--- config.mk ---
export PLATFORM = sky130hd
export DESIGN_NAME = pipe_hazard_ctrl_flat
export DESIGN_NICKNAME = d
export VERILOG_FILES = /design/src/rtl/pipe_hazard_ctrl_pkg.sv /design/src/rtl/pipe_hazard_ctrl_if.sv /design/src/rtl/pipe_hazard_ctrl_fwd_sel.sv /design/src/rtl/pipe_hazard_ctrl.sv /design/src/flat_wrapper.sv
export SDC_FILE = /design/constraint.sdc
export NUM_CORES = 1
export LEC_CHECK = 0
export CORE_ASPECT_RATIO = 1.2
export CORE_MARGIN = 2
export CORE_UTILIZATION = 28
export CTS_CLUSTER_DIAMETER = 30
export DETAILED_ROUTE_END_ITERATION = 6
export PLACE_DENSITY_LB_ADDON = 0.3
export SLEW_MARGIN = 10
export SYNTH_ARGS = -nofsm -noshare
export SYNTH_HDL_FRONTEND = slang
export SYNTH_HIERARCHICAL = 1
export SYNTH_SLANG_ARGS = --single-unit
--- constraint.sdc ---
create_clock -name clock -period 1.6 [get_ports clock]
set_input_delay 0.24 -clock clock [delete_from_list [all_inputs] [get_ports clock]]
set_output_delay 0.24 -clock clock [all_outputs]
set_load 0.02 [all_outputs]
--- src/rtl/pipe_hazard_ctrl_pkg.sv ---
`default_nettype none
// ============================================================================
// Module : pipe_pkg
// Brief  : Shared types and constants for the pipeline hazard controller.
// Rev    : 1.0  initial release
// ============================================================================
package pipe_pkg;

  typedef enum logic [0:0] {
    RUN = 1'b0,
    MUL = 1'b1
  } state_t;

  localparam logic [1:0] FWD_RF     = 2'b00;
  localparam logic [1:0] FWD_EXALU  = 2'b01;
  localparam logic [1:0] FWD_MEMALU = 2'b10;
  localparam logic [1:0] FWD_MEMLD  = 2'b11;

  localparam int MUL_LAT_DEFAULT = 4;

endpackage
`default_nettype wire

--- src/rtl/pipe_hazard_ctrl_if.sv ---
`default_nettype none
// ============================================================================
// Module : pipe_hazard_ctrl_if
// Brief  : Pipeline-side signals seen by the hazard controller.
// Rev    : 1.0  initial release
// ============================================================================
interface pipe_hazard_ctrl_if;

  logic [4:0]  drs;
  logic [4:0]  drt;
  logic        duse_rs;
  logic        duse_rt;
  logic        dmul;
  logic        dkill;
  logic [4:0]  ern;
  logic        ewreg;
  logic        em2reg;
  logic [4:0]  mrn;
  logic        mwreg;
  logic        mm2reg;
  logic        wpcir;
  logic        dbubble;
  logic        estall;
  logic [1:0]  fwda;
  logic [1:0]  fwdb;
  logic        mbusy;
  logic [15:0] stall_count;

  modport master (
    output drs, drt, duse_rs, duse_rt, dmul, dkill,
    output ern, ewreg, em2reg, mrn, mwreg, mm2reg,
    input  wpcir, dbubble, estall, fwda, fwdb, mbusy, stall_count
  );

  modport slave (
    input  drs, drt, duse_rs, duse_rt, dmul, dkill,
    input  ern, ewreg, em2reg, mrn, mwreg, mm2reg,
    output wpcir, dbubble, estall, fwda, fwdb, mbusy, stall_count
  );

endinterface
`default_nettype wire

--- src/rtl/pipe_hazard_ctrl_fwd_sel.sv ---
`default_nettype none
// ============================================================================
// Module : pipe_fwd_sel
// Brief  : Operand forwarding select for one source register.
// Rev    : 1.0  initial release
// ============================================================================
module pipe_fwd_sel
  import pipe_pkg::*;
(
  input  wire logic [4:0] i_src,
  input  wire logic [4:0] i_ern,
  input  wire logic       i_ewreg,
  input  wire logic       i_em2reg,
  input  wire logic [4:0] i_mrn,
  input  wire logic       i_mwreg,
  input  wire logic       i_mm2reg,
  output logic      [1:0] o_fwd
);

  logic w_ex_hit;
  logic w_mem_hit;

  assign w_ex_hit  = i_ewreg & (i_ern != 5'd0) & (i_ern == i_src);
  assign w_mem_hit = i_mwreg & (i_mrn != 5'd0) & (i_mrn == i_src);

  // An EX load hit is not forwardable; the load-use stall covers it.
  always_comb begin
    o_fwd = FWD_RF;
    if (w_ex_hit && !i_em2reg) begin
      o_fwd = FWD_EXALU;
    end else if (w_mem_hit && i_mm2reg) begin
      o_fwd = FWD_MEMLD;
    end else if (w_mem_hit) begin
      o_fwd = FWD_MEMALU;
    end
  end

endmodule
`default_nettype wire

--- src/rtl/pipe_hazard_ctrl.sv ---
`default_nettype none
// ============================================================================
// Module : pipe_hazard_ctrl
// Brief  : Load-use / multicycle stall control, forwarding and stall stats.
// Rev    : 1.0  initial release
// ============================================================================
module pipe_hazard_ctrl
  import pipe_pkg::*;
#(
  parameter int MUL_LAT = MUL_LAT_DEFAULT
) (
  input  wire logic         clock,
  input  wire logic         resetn,
  pipe_hazard_ctrl_if.slave bus
);

  localparam logic [3:0] c_cnt_init = 4'(MUL_LAT - 1);

  state_t      r_state;
  state_t      w_state_nxt;
  logic [3:0]  r_cnt;
  logic [3:0]  w_cnt_nxt;
  logic [15:0] r_stall_count;

  logic w_luh;
  logic w_wpcir;
  logic w_dbubble;
  logic w_estall;
  logic w_mbusy;

  assign w_luh = bus.ewreg & bus.em2reg & (bus.ern != 5'd0) &
                 ((bus.duse_rs & (bus.ern == bus.drs)) |
                  (bus.duse_rt & (bus.ern == bus.drt)));

  always_ff @(posedge clock or negedge resetn) begin
    if (!resetn) begin
      r_state <= RUN;
      r_cnt   <= 4'd0;
    end else begin
      r_state <= w_state_nxt;
      r_cnt   <= w_cnt_nxt;
    end
  end

  // Outputs are forced to the idle pattern while reset is held.
  always_comb begin
    w_state_nxt = r_state;
    w_cnt_nxt   = r_cnt;
    w_wpcir     = 1'b1;
    w_dbubble   = 1'b0;
    w_estall    = 1'b0;
    w_mbusy     = 1'b0;
    if (resetn) begin
      if (bus.dkill) begin
        w_dbubble   = 1'b1;
        w_state_nxt = RUN;
        w_cnt_nxt   = 4'd0;
      end else if (r_state == MUL) begin
        w_wpcir  = 1'b0;
        w_estall = 1'b1;
        w_mbusy  = 1'b1;
        if (r_cnt == 4'd1) begin
          w_state_nxt = RUN;
          w_cnt_nxt   = 4'd0;
        end else begin
          w_cnt_nxt = r_cnt - 4'd1;
        end
      end else if (w_luh) begin
        w_wpcir   = 1'b0;
        w_dbubble = 1'b1;
      end else if (bus.dmul) begin
        w_state_nxt = MUL;
        w_cnt_nxt   = c_cnt_init;
      end
    end
  end

  always_ff @(posedge clock or negedge resetn) begin
    if (!resetn) begin
      r_stall_count <= 16'd0;
    end else if (!w_wpcir && (r_stall_count != 16'hFFFF)) begin
      r_stall_count <= r_stall_count + 16'd1;
    end
  end

  assign bus.wpcir       = w_wpcir;
  assign bus.dbubble     = w_dbubble;
  assign bus.estall      = w_estall;
  assign bus.mbusy       = w_mbusy;
  assign bus.stall_count = r_stall_count;

  pipe_fwd_sel u_fwd_rs (
    .i_src    (bus.drs),
    .i_ern    (bus.ern),
    .i_ewreg  (bus.ewreg),
    .i_em2reg (bus.em2reg),
    .i_mrn    (bus.mrn),
    .i_mwreg  (bus.mwreg),
    .i_mm2reg (bus.mm2reg),
    .o_fwd    (bus.fwda)
  );

  pipe_fwd_sel u_fwd_rt (
    .i_src    (bus.drt),
    .i_ern    (bus.ern),
    .i_ewreg  (bus.ewreg),
    .i_em2reg (bus.em2reg),
    .i_mrn    (bus.mrn),
    .i_mwreg  (bus.mwreg),
    .i_mm2reg (bus.mm2reg),
    .o_fwd    (bus.fwdb)
  );

endmodule
`default_nettype wire

--- src/flat_wrapper.sv ---
// flat-port wrapper written by rule: the top's interface ports become plain ports
module pipe_hazard_ctrl_flat import pipe_pkg::*;
#(
  parameter int MUL_LAT = MUL_LAT_DEFAULT
)
  (clock, resetn, bus_drs, bus_drt, bus_duse_rs, bus_duse_rt, bus_dmul, bus_dkill, bus_ern, bus_ewreg, bus_em2reg, bus_mrn, bus_mwreg, bus_mm2reg, bus_wpcir, bus_dbubble, bus_estall, bus_fwda, bus_fwdb, bus_mbusy, bus_stall_count);
  pipe_hazard_ctrl_if bus_i ();
  input  wire logic clock;
  input  wire logic resetn;
  input wire logic [$bits(bus_i.drs)-1:0] bus_drs;
  input wire logic [$bits(bus_i.drt)-1:0] bus_drt;
  input wire logic [$bits(bus_i.duse_rs)-1:0] bus_duse_rs;
  input wire logic [$bits(bus_i.duse_rt)-1:0] bus_duse_rt;
  input wire logic [$bits(bus_i.dmul)-1:0] bus_dmul;
  input wire logic [$bits(bus_i.dkill)-1:0] bus_dkill;
  input wire logic [$bits(bus_i.ern)-1:0] bus_ern;
  input wire logic [$bits(bus_i.ewreg)-1:0] bus_ewreg;
  input wire logic [$bits(bus_i.em2reg)-1:0] bus_em2reg;
  input wire logic [$bits(bus_i.mrn)-1:0] bus_mrn;
  input wire logic [$bits(bus_i.mwreg)-1:0] bus_mwreg;
  input wire logic [$bits(bus_i.mm2reg)-1:0] bus_mm2reg;
  output wire logic [$bits(bus_i.wpcir)-1:0] bus_wpcir;
  output wire logic [$bits(bus_i.dbubble)-1:0] bus_dbubble;
  output wire logic [$bits(bus_i.estall)-1:0] bus_estall;
  output wire logic [$bits(bus_i.fwda)-1:0] bus_fwda;
  output wire logic [$bits(bus_i.fwdb)-1:0] bus_fwdb;
  output wire logic [$bits(bus_i.mbusy)-1:0] bus_mbusy;
  output wire logic [$bits(bus_i.stall_count)-1:0] bus_stall_count;
  assign bus_i.drs = bus_drs;
  assign bus_i.drt = bus_drt;
  assign bus_i.duse_rs = bus_duse_rs;
  assign bus_i.duse_rt = bus_duse_rt;
  assign bus_i.dmul = bus_dmul;
  assign bus_i.dkill = bus_dkill;
  assign bus_i.ern = bus_ern;
  assign bus_i.ewreg = bus_ewreg;
  assign bus_i.em2reg = bus_em2reg;
  assign bus_i.mrn = bus_mrn;
  assign bus_i.mwreg = bus_mwreg;
  assign bus_i.mm2reg = bus_mm2reg;
  assign bus_wpcir = bus_i.wpcir;
  assign bus_dbubble = bus_i.dbubble;
  assign bus_estall = bus_i.estall;
  assign bus_fwda = bus_i.fwda;
  assign bus_fwdb = bus_i.fwdb;
  assign bus_mbusy = bus_i.mbusy;
  assign bus_stall_count = bus_i.stall_count;
  pipe_hazard_ctrl #(.MUL_LAT(MUL_LAT)) u_core (.clock(clock), .resetn(resetn), .bus(bus_i));
endmodule
Yosys cells after proc, flatten, opt, wreduce, memory -nomap -nowiden:

Cells that the tools add are included.

* $add $sub $neg: 2
* equal/unequal tests: 7
* mux-type cells: 27
* bitwise logic cells: 12
* reductions and logical operators: 11

Operator list (count)
* $eq 5x5->1: 4
* $mux 4: 5
* $add 16x1->16 const B: 1
* $mux 1: 16
* $ne 16x16->1 const B: 1
* $mux 2: 6
* $and 1x1->1: 11
* $reduce_bool 5->1: 2
* $logic_and 1x1->1: 5
* $eq 4x1->1 const B: 1
* $sub 4x1->4 const B: 1
* $ne 3x2->1 const B: 1
* $reduce_and 3->1: 1
* $reduce_bool 3->1: 1
* $logic_not 1->1: 2
* $or 1x1->1: 1

* flip-flop bits (word level): 21
* input port bits: 30

Depth between registers and ports, before layout:

Gate-level depths: netlist (run 1).

* depth after elaboration: 10
* gate-level depth with buffers: 7
* depth with buffers taken out: 7

Cells and area by module:

The synthesis (run 1) kept the hierarchy.

By module, submodules not included
* pipe_hazard_ctrl: times used 1, cells an instance 139, area an instance 1331.3 um^2, sequential area each 525.5 um^2
* pipe_fwd_sel: times used 2, cells an instance 22, area an instance 165.2 um^2, sequential area each 0.0 um^2

Worst setup path before layout (run 1):

Ideal clock, no wire load.

* path kind: register -> register
* start: reg u_core.r_stall_count[3], in the netlist u_core/bus.stall_count[3]
* end: reg u_core.r_stall_count[1], in the netlist u_core/bus.stall_count[1]
* library setup time: 0.128 ns
* arrival: 1.779 ns
* slack: -0.307 ns
* cell stages (with the launch flop): 7
* cell sequence: dfrtp_1 > nand4_1 > nor2_1 > nand2_1 > o31ai_4 > nor2_1 > mux2_1

* longest elaborated chain between the ends: 2

RTL lines
* start, declared: line pipe_hazard_ctrl.sv:23 `logic [15:0] r_stall_count;`
* start signal, assigned: line pipe_hazard_ctrl.sv:82 `r_stall_count <= r_stall_count + 16'd1;`
* $ne 16x16->1: line pipe_hazard_ctrl.sv:81 `end else if (!w_wpcir && (r_stall_count != 16'hFFFF)) begin`
* $logic_and 1x1->1: line pipe_hazard_ctrl.sv:81

No other way between the ends.
A chain may end at the register's enable or synchronous reset.

Final worst setup path (run 1):

* start: reg u_core.r_stall_count[1], in the netlist u_core/bus.stall_count[1]
* end: reg u_core.r_stall_count[13], in the netlist u_core/bus.stall_count[13]

* longest elaborated chain between the ends: 2
* elaborated cells on any way between the ends: 3
* those cells by class: add/sub (1); eq/ne (1); reduce/logical (1)

RTL lines
* branches (longest 2 deep; another with $add 16x1->16)

Parallel ways; which one is timed is not known.

==> metrics, run 1 <==
status finished, violations left; failing checks negative setup slack; RSZ-0062 raised after global routing true; Num CTS Buffers 3; clk sink count 21; PwrDens 662 nW/um^2; reg-to-reg slack, setup -0.23 ns; total power draw roughly 0.0022 W; number of synthesized flops with an enable pin 0; fin nets 346; Rows 30; DR iter-0 viols between 40 and 50; Worst VDD drop 0.416 mV; final period utilization 114%; register area 536 sq um; Hold Fails Final Rpt 0; Critical Path Source Type register; worst path arrival time 1.97 ns; CP max stage delay 0.40 ns; final core occ 59.2%; pre-CTS setup slack -0.960 ns; H-tree lvl count 1; Worst-Skew Late Latency approximately 0.26 ns; hold crit path type in2async; ys flop type dfrtp_1; syn nets 216; CTS root buffer clkbuf_8; pin count of the biggest net entering global routing 13; vias around 1900; P&R area growth vs syn 103%; ANT cells 0; Fmax ~550 MHz; I/O pins 54; clock slew at reported path FFs 0.09 ns; post-DP HPWL 4.05 mm; area of the multi-input gates 1460 sq um; die span in x 74.3 um; CTS tree yes; Max FO, Critical Path 7; area of the core 5710 sq um; first-pass GRT wire length 9.34 mm; Yosys cell types 39; syn avg cell area between 9 and 10 sq um; crit path from u_core/bus.stall_count[1]$_DFFE_PN0P_; Synth area leader dfrtp_1; Max-Cap Viols 0; Post-Synthesis Cells around 180; average routed wire per standard cell about 15 um; synth top area cells dfrtp_1 32%, xnor2_1 11%, xor2_1 11%; post-route ant nets 0; Detailed Route WL about 5.9 mm; grt total ovfl 0; FF-to-FF path depth 9; Port-buffer cells 53; top cell type's share of synthesized area 31.6%; synthesized area 1660 sq um; vias per cell 4.85; slowest CP cell nor4_4; fill cell count 489; Initial DRT Pass Iterations 4; Seq cells post-synth 21; asr flop ratio synth 100%; layout cell share with drive strength beyond 1 between 50 and 60%; Synthesis Warnings 6; Seq/Total Area, Yosys 31.6%; Max Slew Vio Count 0; GRT Util Overall between 10% and 20%; Worst R2R Start u_core/bus.stall_count[1]$_DFFE_PN0P_; CTS max path bufs 2; Setup violations, final 19; Worst Setup End Kind register; worst path required time around 1.8 ns; antenna violations before repair 0; reg-to-reg endpoint u_core/bus.stall_count[13]$_DFFE_PN0P_; Die ar. 6570 sq um; Final Hold Slack 0.0474 ns; PnR worst setup slack -0.226 ns; post-route minimum period around 1.8 ns; worst slew pin tran 0.352 ns; vias in the first global route 2035; cells along the critical path ha_4 > nand3_4 > nor4_4 > nor4bb_4 > a21oi_4 > buf_12 > buf_6 > nor2_2 > xor2_1; Slew headroom about three quarters; Leakage around 1.7 nW; die height 88.4 um; Finished Layout Cells 392; Initial Util 29.1%; gp weighted congestion 0.791; crit path kind reg2reg; drt drc 0; total placed cells including tap cells 368; clk_skew roughly 0.0066 ns
worst max-delay path, delay by kind of cell (launching register included):
kind	cells	cell delay [ns]
AND/OR/NAND/NOR	4	0.61
flip-flops	1	0.39
buffers and inverters	2	0.23
AO/OA/AOI/OAI	1	0.18
adder cells (fa/ha/maj)	1	0.16
XOR/XNOR	1	0.13
worst max-delay path by stage:
stage | end | slack (ns) | depth (start not counted)
after global routing | u_core/bus.stall_count[13]$_DFFE_PN0P_ | -0.29 | 9
after CTS | bus_dbubble | -0.20 | 7
after global placement | bus_dbubble | -0.96 | 7
final | u_core/bus.stall_count[13]$_DFFE_PN0P_ | -0.23 | 9
after detailed placement | bus_wpcir | -0.96 | 6
after floorplan | u_core/bus.stall_count[1]$_DFFE_PN0P_ | -0.15 | 6
cells in the final DEF (no fill, tap or decap), types with 7 or more instances in the layout:
| cell | synthesis | layout |
|---|---|---|
| buf_4 | 1 | 50 |
| buf_6 | 0 | 34 |
| xor2_1 | 20 | 19 |
| nand2_1 | 18 | 16 |
| dfrtp_1 | 21 | 13 |
| dlygate4sd2_1 | 0 | 12 |
| xnor2_1 | 20 | 11 |
| dlymetal6s2s_1 | 0 | 10 |
| nand4_1 | 8 | 8 |
| dfrtp_2 | 0 | 8 |
| buf_2 | 2 | 7 |
| inv_1 | 9 | 7 |
| xnor2_2 | 0 | 7 |
stage by stage:
| stage | TNS (ns) | area [sq um] |
|---|---|---|
| after floorplan | -0.956 | 1700 |
| after global placement | -18.76 | 2730 |
| after detailed placement | -19.49 | 2730 |
| after CTS | -2.26 | 3140 |
| after global routing | -3.59 | 3380 |
| final | -2.22 | 3380 |
state kept, by name (all words and copies together), names as in the netlist:
signal / flops
u_core/r_cnt: 4
u_core/r_state: 1
u_core/bus.stall_count: 16
kinds of logic after synthesis:
logic type	synth area share, %
flip-flops	31.6
buffers and inverters	3.09
AND/OR/NAND/NOR	25.8
XOR/XNOR	21.1
multiplexers	2.56
AO/OA/AOI/OAI	13.6
adder cells (fa/ha/maj)	2.26
power breakdown:
| group | internal, W | total (W) | switching (W) |
|---|---|---|---|
| clock network | 0.000174 | 0.000358 | 0.000184 |
| registers | 0.000614 | 0.000695 | 0.0000817 |
| logic | 0.000606 | 0.00118 | 0.000577 |
| total | 0.00139 | 0.00224 | 0.000843 |
layer usage:
layer / share of wire [%] / wire, um / track usage [%]
met4: 0.86 / 51 / 3.57
met2: 55 / 3220 / 35.1
met5: 0 / 0 / 0
met1: 41 / 2410 / 21.3
met3: 3.7 / 216 / 1.48
layout make-up:
class,count,area share (%)
Inverter,9,1.07
Multi-Input combinational cell,150,43.2
Clock inverter,1,0.148
Sequential cell,21,15.9
Clock buffer,3,1.22
Tap cell,80,2.96
Timing Repair Buffer,128,35.5
what timing repair did:
item	CTS	global route
endpoints found under the setup margin	34	36
hold buffers	0	1
hold endpoints to repair	0	3
gates resized for setup	190	52
pin swaps	41	40
setup buffers	15	6
synth_stat cells (2+ instances only):
cell and instances:
nor3_1 8, and3b_1 2, nor2_1 10, o21bai_1 2
dfrtp_1 21, o211ai_1 2, ha_1 3, a31o_2 2
a21oi_1 5, nor4b_2 2, nand2_1 18, mux2_1 2
buf_2 2, o21ai_0 4, mux2i_1 2, a21oi_4 2
xor2_1 20, nor3b_1 3, or3_1 2, nand2b_1 3
nand4_1 8, nand3_1 8, xnor2_1 20, inv_1 9
nor4_1 8, and2_1 2
(Power assumes the default switching activity.)
==> run 2, diff against run 1 <==
- CORE_UTILIZATION: 28 -> 42
==> metrics, run 2 (synthesized netlist as in run 1, its figures left out) <==
status finished, violations left; failing checks design-rule violations, negative setup slack; post-route minimum period 1.87 ns; Worst VDD drop about 0.72 mV; total placed cells including tap cells 340; placed inst area 2680 sq um; Worst R2R Start u_core/bus.stall_count[9]$_DFFE_PN0P_; die span in x 61.4 um; Num CTS Buffers 3; PwrDens around 700 nW/um^2; Initial Util 42.8%; post-route ant nets 0; worst slew pin tran 0.582 ns; Die ar. between 4000 and 5000 sq um; Rows 25; drt drc 1; reg-to-reg slack, setup -0.27 ns; Max-Cap Viols 0; vias in the first global route about 2000; GRT Util Overall between 20% and 30%; worst path required time 1.82 ns; CTS tree yes; layout cell share with drive strength beyond 1 ~56%; hold-fix buffers at CTS 0; average routed wire per standard cell approximately 23 um; clk sink count 21; CTS max path bufs 2; I/O pins 54; P&R area growth vs syn 106%; first-pass GRT wire length between 9 and 10 mm; Worst Path Buf+Inv 1; Leakage 1.73 nW; area of the multi-input gates ~1500 sq um; gp weighted congestion 0.911; slowest CP cell dfrtp_2; Setup violations, final 26; final core occ 88.4%; total power draw 0.00245 W; worst path arrival time 2.10 ns; register area 536 sq um; cell family with most CP delay simple AND/OR/NAND/NOR gates; Finished Layout Cells 368; clock slew at reported path FFs 0.10 ns; Detailed Route WL 8.31 mm; final period utilization 117%; vias per cell roughly 6; hold crit path type in2async; PnR worst setup slack -0.272 ns; RSZ-0062 raised after global routing true; grt total ovfl 0; CTS root buffer clkbuf_8; Worst Setup End Kind register; crit path kind reg2reg; area of the core 3880 sq um; antenna violations before repair 0; H-tree lvl count 1; max reg flops 16; highest-count cells in the layout ignoring fill and taps 54 x buf_4, 32 x buf_6, 16 x xor2_1, 15 x nand2_1, 14 x dlygate4sd2_1; FF-to-FF path depth 7; Critical Path Source Type register; DR iter-0 viols 126; leading cell type in the layout, fill and taps excluded buf_4; Max FO, Critical Path 7; die height 72.9 um; fill cell count between 200 and 250; Worst-Skew Late Latency roughly 0.29 ns; Hold Fails Final Rpt 0; Initial DRT Pass Iterations 6; pin count of the biggest net entering global routing 17; CP max stage delay 0.42 ns; Slew headroom 60.9%; post-DP HPWL ~3.9 mm; Fmax 534 MHz; clk_skew roughly 0.014 ns; fin nets roughly 350; ANT cells 0; reg-to-reg endpoint u_core/bus.stall_count[11]$_DFFE_PN0P_; Max Slew Vio Count 0; fin area 3430 sq um; cells along the critical path nand4_1 > buf_4 > nor4_4 > nor4bb_4 > a21oi_4 > nor3_2 > xor2_1; Port-buffer cells 53; vias 2152
## run 2: cell types whose count changed in the layout (fill, tap and decap cells not counted), moves of 3 or more
cell	change
buf_4	+4
buf_2	-3
xnor2_2	+3
xor2_1	-3
## run 2: final cells by class
type | instances | area share (%)
inverter | 9 | 0.985
timing repair buffer | 130 | 35.8
sequential | 21 | 15.6
clock inverter | 1 | 0.219
tap | 54 | 1.97
clock buffer | 3 | 1.20
multi-input combinational | 150 | 44.2
## run 2: through the flow
| step | setup TNS (ns) | hold slack, ns | worst slack (ns) |
|---|---|---|---|
| 6_report | -3.31 | 0.0222 | -0.272 |
| 4_1_cts | -2.49 | 0.376 | -0.190 |
| 3_3_place_gp | -19.20 | 0.532 | -0.925 |
| 3_5_place_dp | -20.25 | 0.546 | -0.951 |
| 5_1_grt | -4.43 | 0.0286 | -0.329 |
| 2_1_floorplan | -0.956 | -0.0556 | -0.155 |
## run 2: how the worst max path moves through the flow
stage | to | from | depth (start not counted)
2_1_floorplan | u_core/bus.stall_count[1]$_DFFE_PN0P_ | u_core/bus.stall_count[3]$_DFFE_PN0P_ | 6
3_3_place_gp | bus_wpcir | bus_ern[1] | 6
3_5_place_dp | bus_wpcir | bus_ern[1] | 6
4_1_cts | u_core/bus.stall_count[13]$_DFFE_PN0P_ | bus_ern[1] | 8
5_1_grt | u_core/bus.stall_count[13]$_DFFE_PN0P_ | u_core/bus.stall_count[3]$_DFFE_PN0P_ | 7
6_report | u_core/bus.stall_count[11]$_DFFE_PN0P_ | u_core/bus.stall_count[9]$_DFFE_PN0P_ | 7
## run 2: power breakdown
group / internal (W) / switching [W]
registers: 0.000614 / 0.0000959
clock network: 0.000178 / 0.000225
logic: 0.000640 / 0.000696
## run 2: worst reg2reg max path, cell delays in order (launching register included)
cell	delay, ns
dfrtp_2	0.42
nand4_1	0.16
buf_4	0.16
nor4_4	0.05
nor4bb_4	0.38
a21oi_4	0.17
nor3_2	0.29
xor2_1	0.18
## run 2: timing repair
action,CTS,global route
buffers inserted,14,10
resized for setup,174,71
endpoints found under the setup margin,38,36
pin swaps,44,39
## run 2: metal layers
| layer | GRT usage, % | vias up | share of wire, % |
|---|---|---|---|
| li1 | - | 914 | - |
| met1 | 28.4 | 1036 | 33 |
| met2 | 52.7 | 150 | 53 |
| met3 | 4.26 | 52 | 6.9 |
| met5 | 0 | - | 0 |
| met4 | 14.9 | 0 | 7.1 |
==> run 3, diff against run 2 <==
- HOLD_SLACK_MARGIN: unset -> 0.08
==> metrics, run 3 (synthesized netlist as in run 1, its figures left out) <==
status finished, violations left; failing checks negative setup slack; GRT Util Overall 28.1%; CTS max path bufs 2; highest-count cells in the layout ignoring fill and taps 54 x buf_4, 32 x buf_6, 16 x xor2_1, 15 x nand2_1, 14 x dlygate4sd2_1; layout cell share with drive strength beyond 1 a little under three fifths; Worst Setup End Kind register; total placed cells including tap cells 340; vias per cell about 5.6; cell family with most CP delay simple AND/OR/NAND/NOR gates; fin nets around 350; clk_skew 0.00829 ns; Hold Fails Final Rpt 0; H-tree lvl count 1; antenna violations before repair 0; Rows 25; Die ar. 4480 sq um; PwrDens around 690 nW/um^2; Slew headroom 69.7%; FF-to-FF path depth 7; final period utilization 117%; Stages on worst setup path 7; placed inst area 2680 sq um; P&R area growth vs syn 107%; CP max stage delay 0.37 ns; Worst-Skew Late Latency about 0.28 ns; Max Slew Vio Count 0; Worst R2R Start u_core/bus.stall_count[8]$_DFFE_PN0P_; Initial Util a little over two fifths; worst slew pin tran roughly 0.45 ns; crit path from u_core/bus.stall_count[8]$_DFFE_PN0P_; clk sink count 21; CTS tree yes; Max-Cap Viols 0; post-route ant nets 0; Critical Path Source Type register; first-pass GRT wire length 9.27 mm; Detailed Route WL about 7.5 mm; Worst VDD drop roughly 0.63 mV; Sum Neg Setup Slack -2.83 ns; RSZ-0062 raised after global routing true; worst path required time roughly 1.8 ns; I/O pins 54; grt total ovfl 0; crit path kind reg2reg; hold crit path type in2async; die height ~73 um; die span in x 61.4 um; Initial DRT Pass Iterations 5; ANT cells 0; area of the core 3880 sq um; slowest CP cell dfrtp_2; pin count of the biggest net entering global routing 17; post-DP HPWL 3.93 mm; worst path arrival time 2.03 ns; leading cell type in the layout, fill and taps excluded buf_4; Max FO, Critical Path 7; vias 2067; post-route minimum period approximately 1.9 ns; cells along the critical path nand4_1 > buf_4 > nor4_4 > nor4bb_4 > a21oi_4 > nor2_1 > xor2_1; clock slew at reported path FFs roughly 0.080 ns; Worst Path Buf+Inv 1; drt drc 0; average routed wire per standard cell ~20 um; vias in the first global route 2025; gp weighted congestion 0.911; PnR worst setup slack -0.266 ns; Num CTS Buffers 3; Finished Layout Cells around 370; Fmax roughly 540 MHz; Port-buffer cells 53; CTS root buffer clkbuf_8; max reg flops 16; reg-to-reg endpoint u_core/bus.stall_count[13]$_DFFE_PN0P_; fin area 3440 sq um; Leakage around 1.7 nW; DR iter-0 viols roughly 140; Setup violations, final 22; reg-to-reg slack, setup -0.27 ns; crit path capture u_core/bus.stall_count[13]$_DFFE_PN0P_
run 3: layout make-up:
class / count / area, sq um
sequential: 21 / 536
tap: 54 / 67.6
clock inverter: 1 / 7.51
multi-input combinational: 150 / 1520
fill: 194 / 440
timing repair buffer: 131 / 1240
inverter: 9 / 33.8
clock buffer: 3 / 41.3
run 3: stage by stage:
stage | setup slack, ns | utilization (%) | power [W] | hold WS (ns)
after floorplan | -0.155 | - | 0.00113 | -0.0556
after global placement | -0.925 | 69.1 | 0.00163 | 0.532
after detailed placement | -0.951 | 69.1 | 0.00165 | 0.546
after CTS | -0.190 | 78.5 | 0.00209 | 0.376
after global routing | -0.325 | 88.6 | 0.00247 | 0.0835
final | -0.266 | 88.6 | 0.00236 | 0.0526
run 3: repair_timing:
item                       4_1_cts  5_1_grt
pin swaps                       44       39
hold buffers                     0        1
gates resized for setup        174       71
setup buffers                   14       10
hold endpoints to repair         0        5
setup endpoints to repair       38       36
run 3: worst min-delay path by stage:
stage	slack [ns]	cells past startpoint	start	end
final	0.05	2	resetn	u_core/bus.stall_count[11]$_DFFE_PN0P_
after floorplan	-0.06	0	resetn	u_core/bus.stall_count[0]$_DFFE_PN0P_
after global routing	0.08	2	resetn	u_core/bus.stall_count[11]$_DFFE_PN0P_
after detailed placement	0.55	2	u_core/bus.stall_count[6]$_DFFE_PN0P_	u_core/bus.stall_count[6]$_DFFE_PN0P_
after global placement	0.53	2	u_core/r_cnt[3]$_DFFE_PN0P_	u_core/r_cnt[3]$_DFFE_PN0P_
after CTS	0.38	2	resetn	u_core/r_state$_DFFE_PN0P_
run 3: power breakdown:
part           internal, W  total, W  switching (W)  leakage (nW)
combinational     0.000635   0.00128       0.000648          1.45
sequential        0.000614  0.000703      0.0000896         0.265
clock             0.000177  0.000376       0.000199        0.0217
total              0.00143   0.00236       0.000936          1.73
run 3: per-layer routing:
metal  part of all wire [%]  vias to the layer above  wire, um  global-route usage, %
li1                       -                      919         -                      -
met3                    6.2                       37       463                   4.26
met2                     54                      125      4090                   52.7
met1                     34                      986      2590                   28.4
met4                    5.0                        0       375                   14.9
met5                      0                        -         0                      0
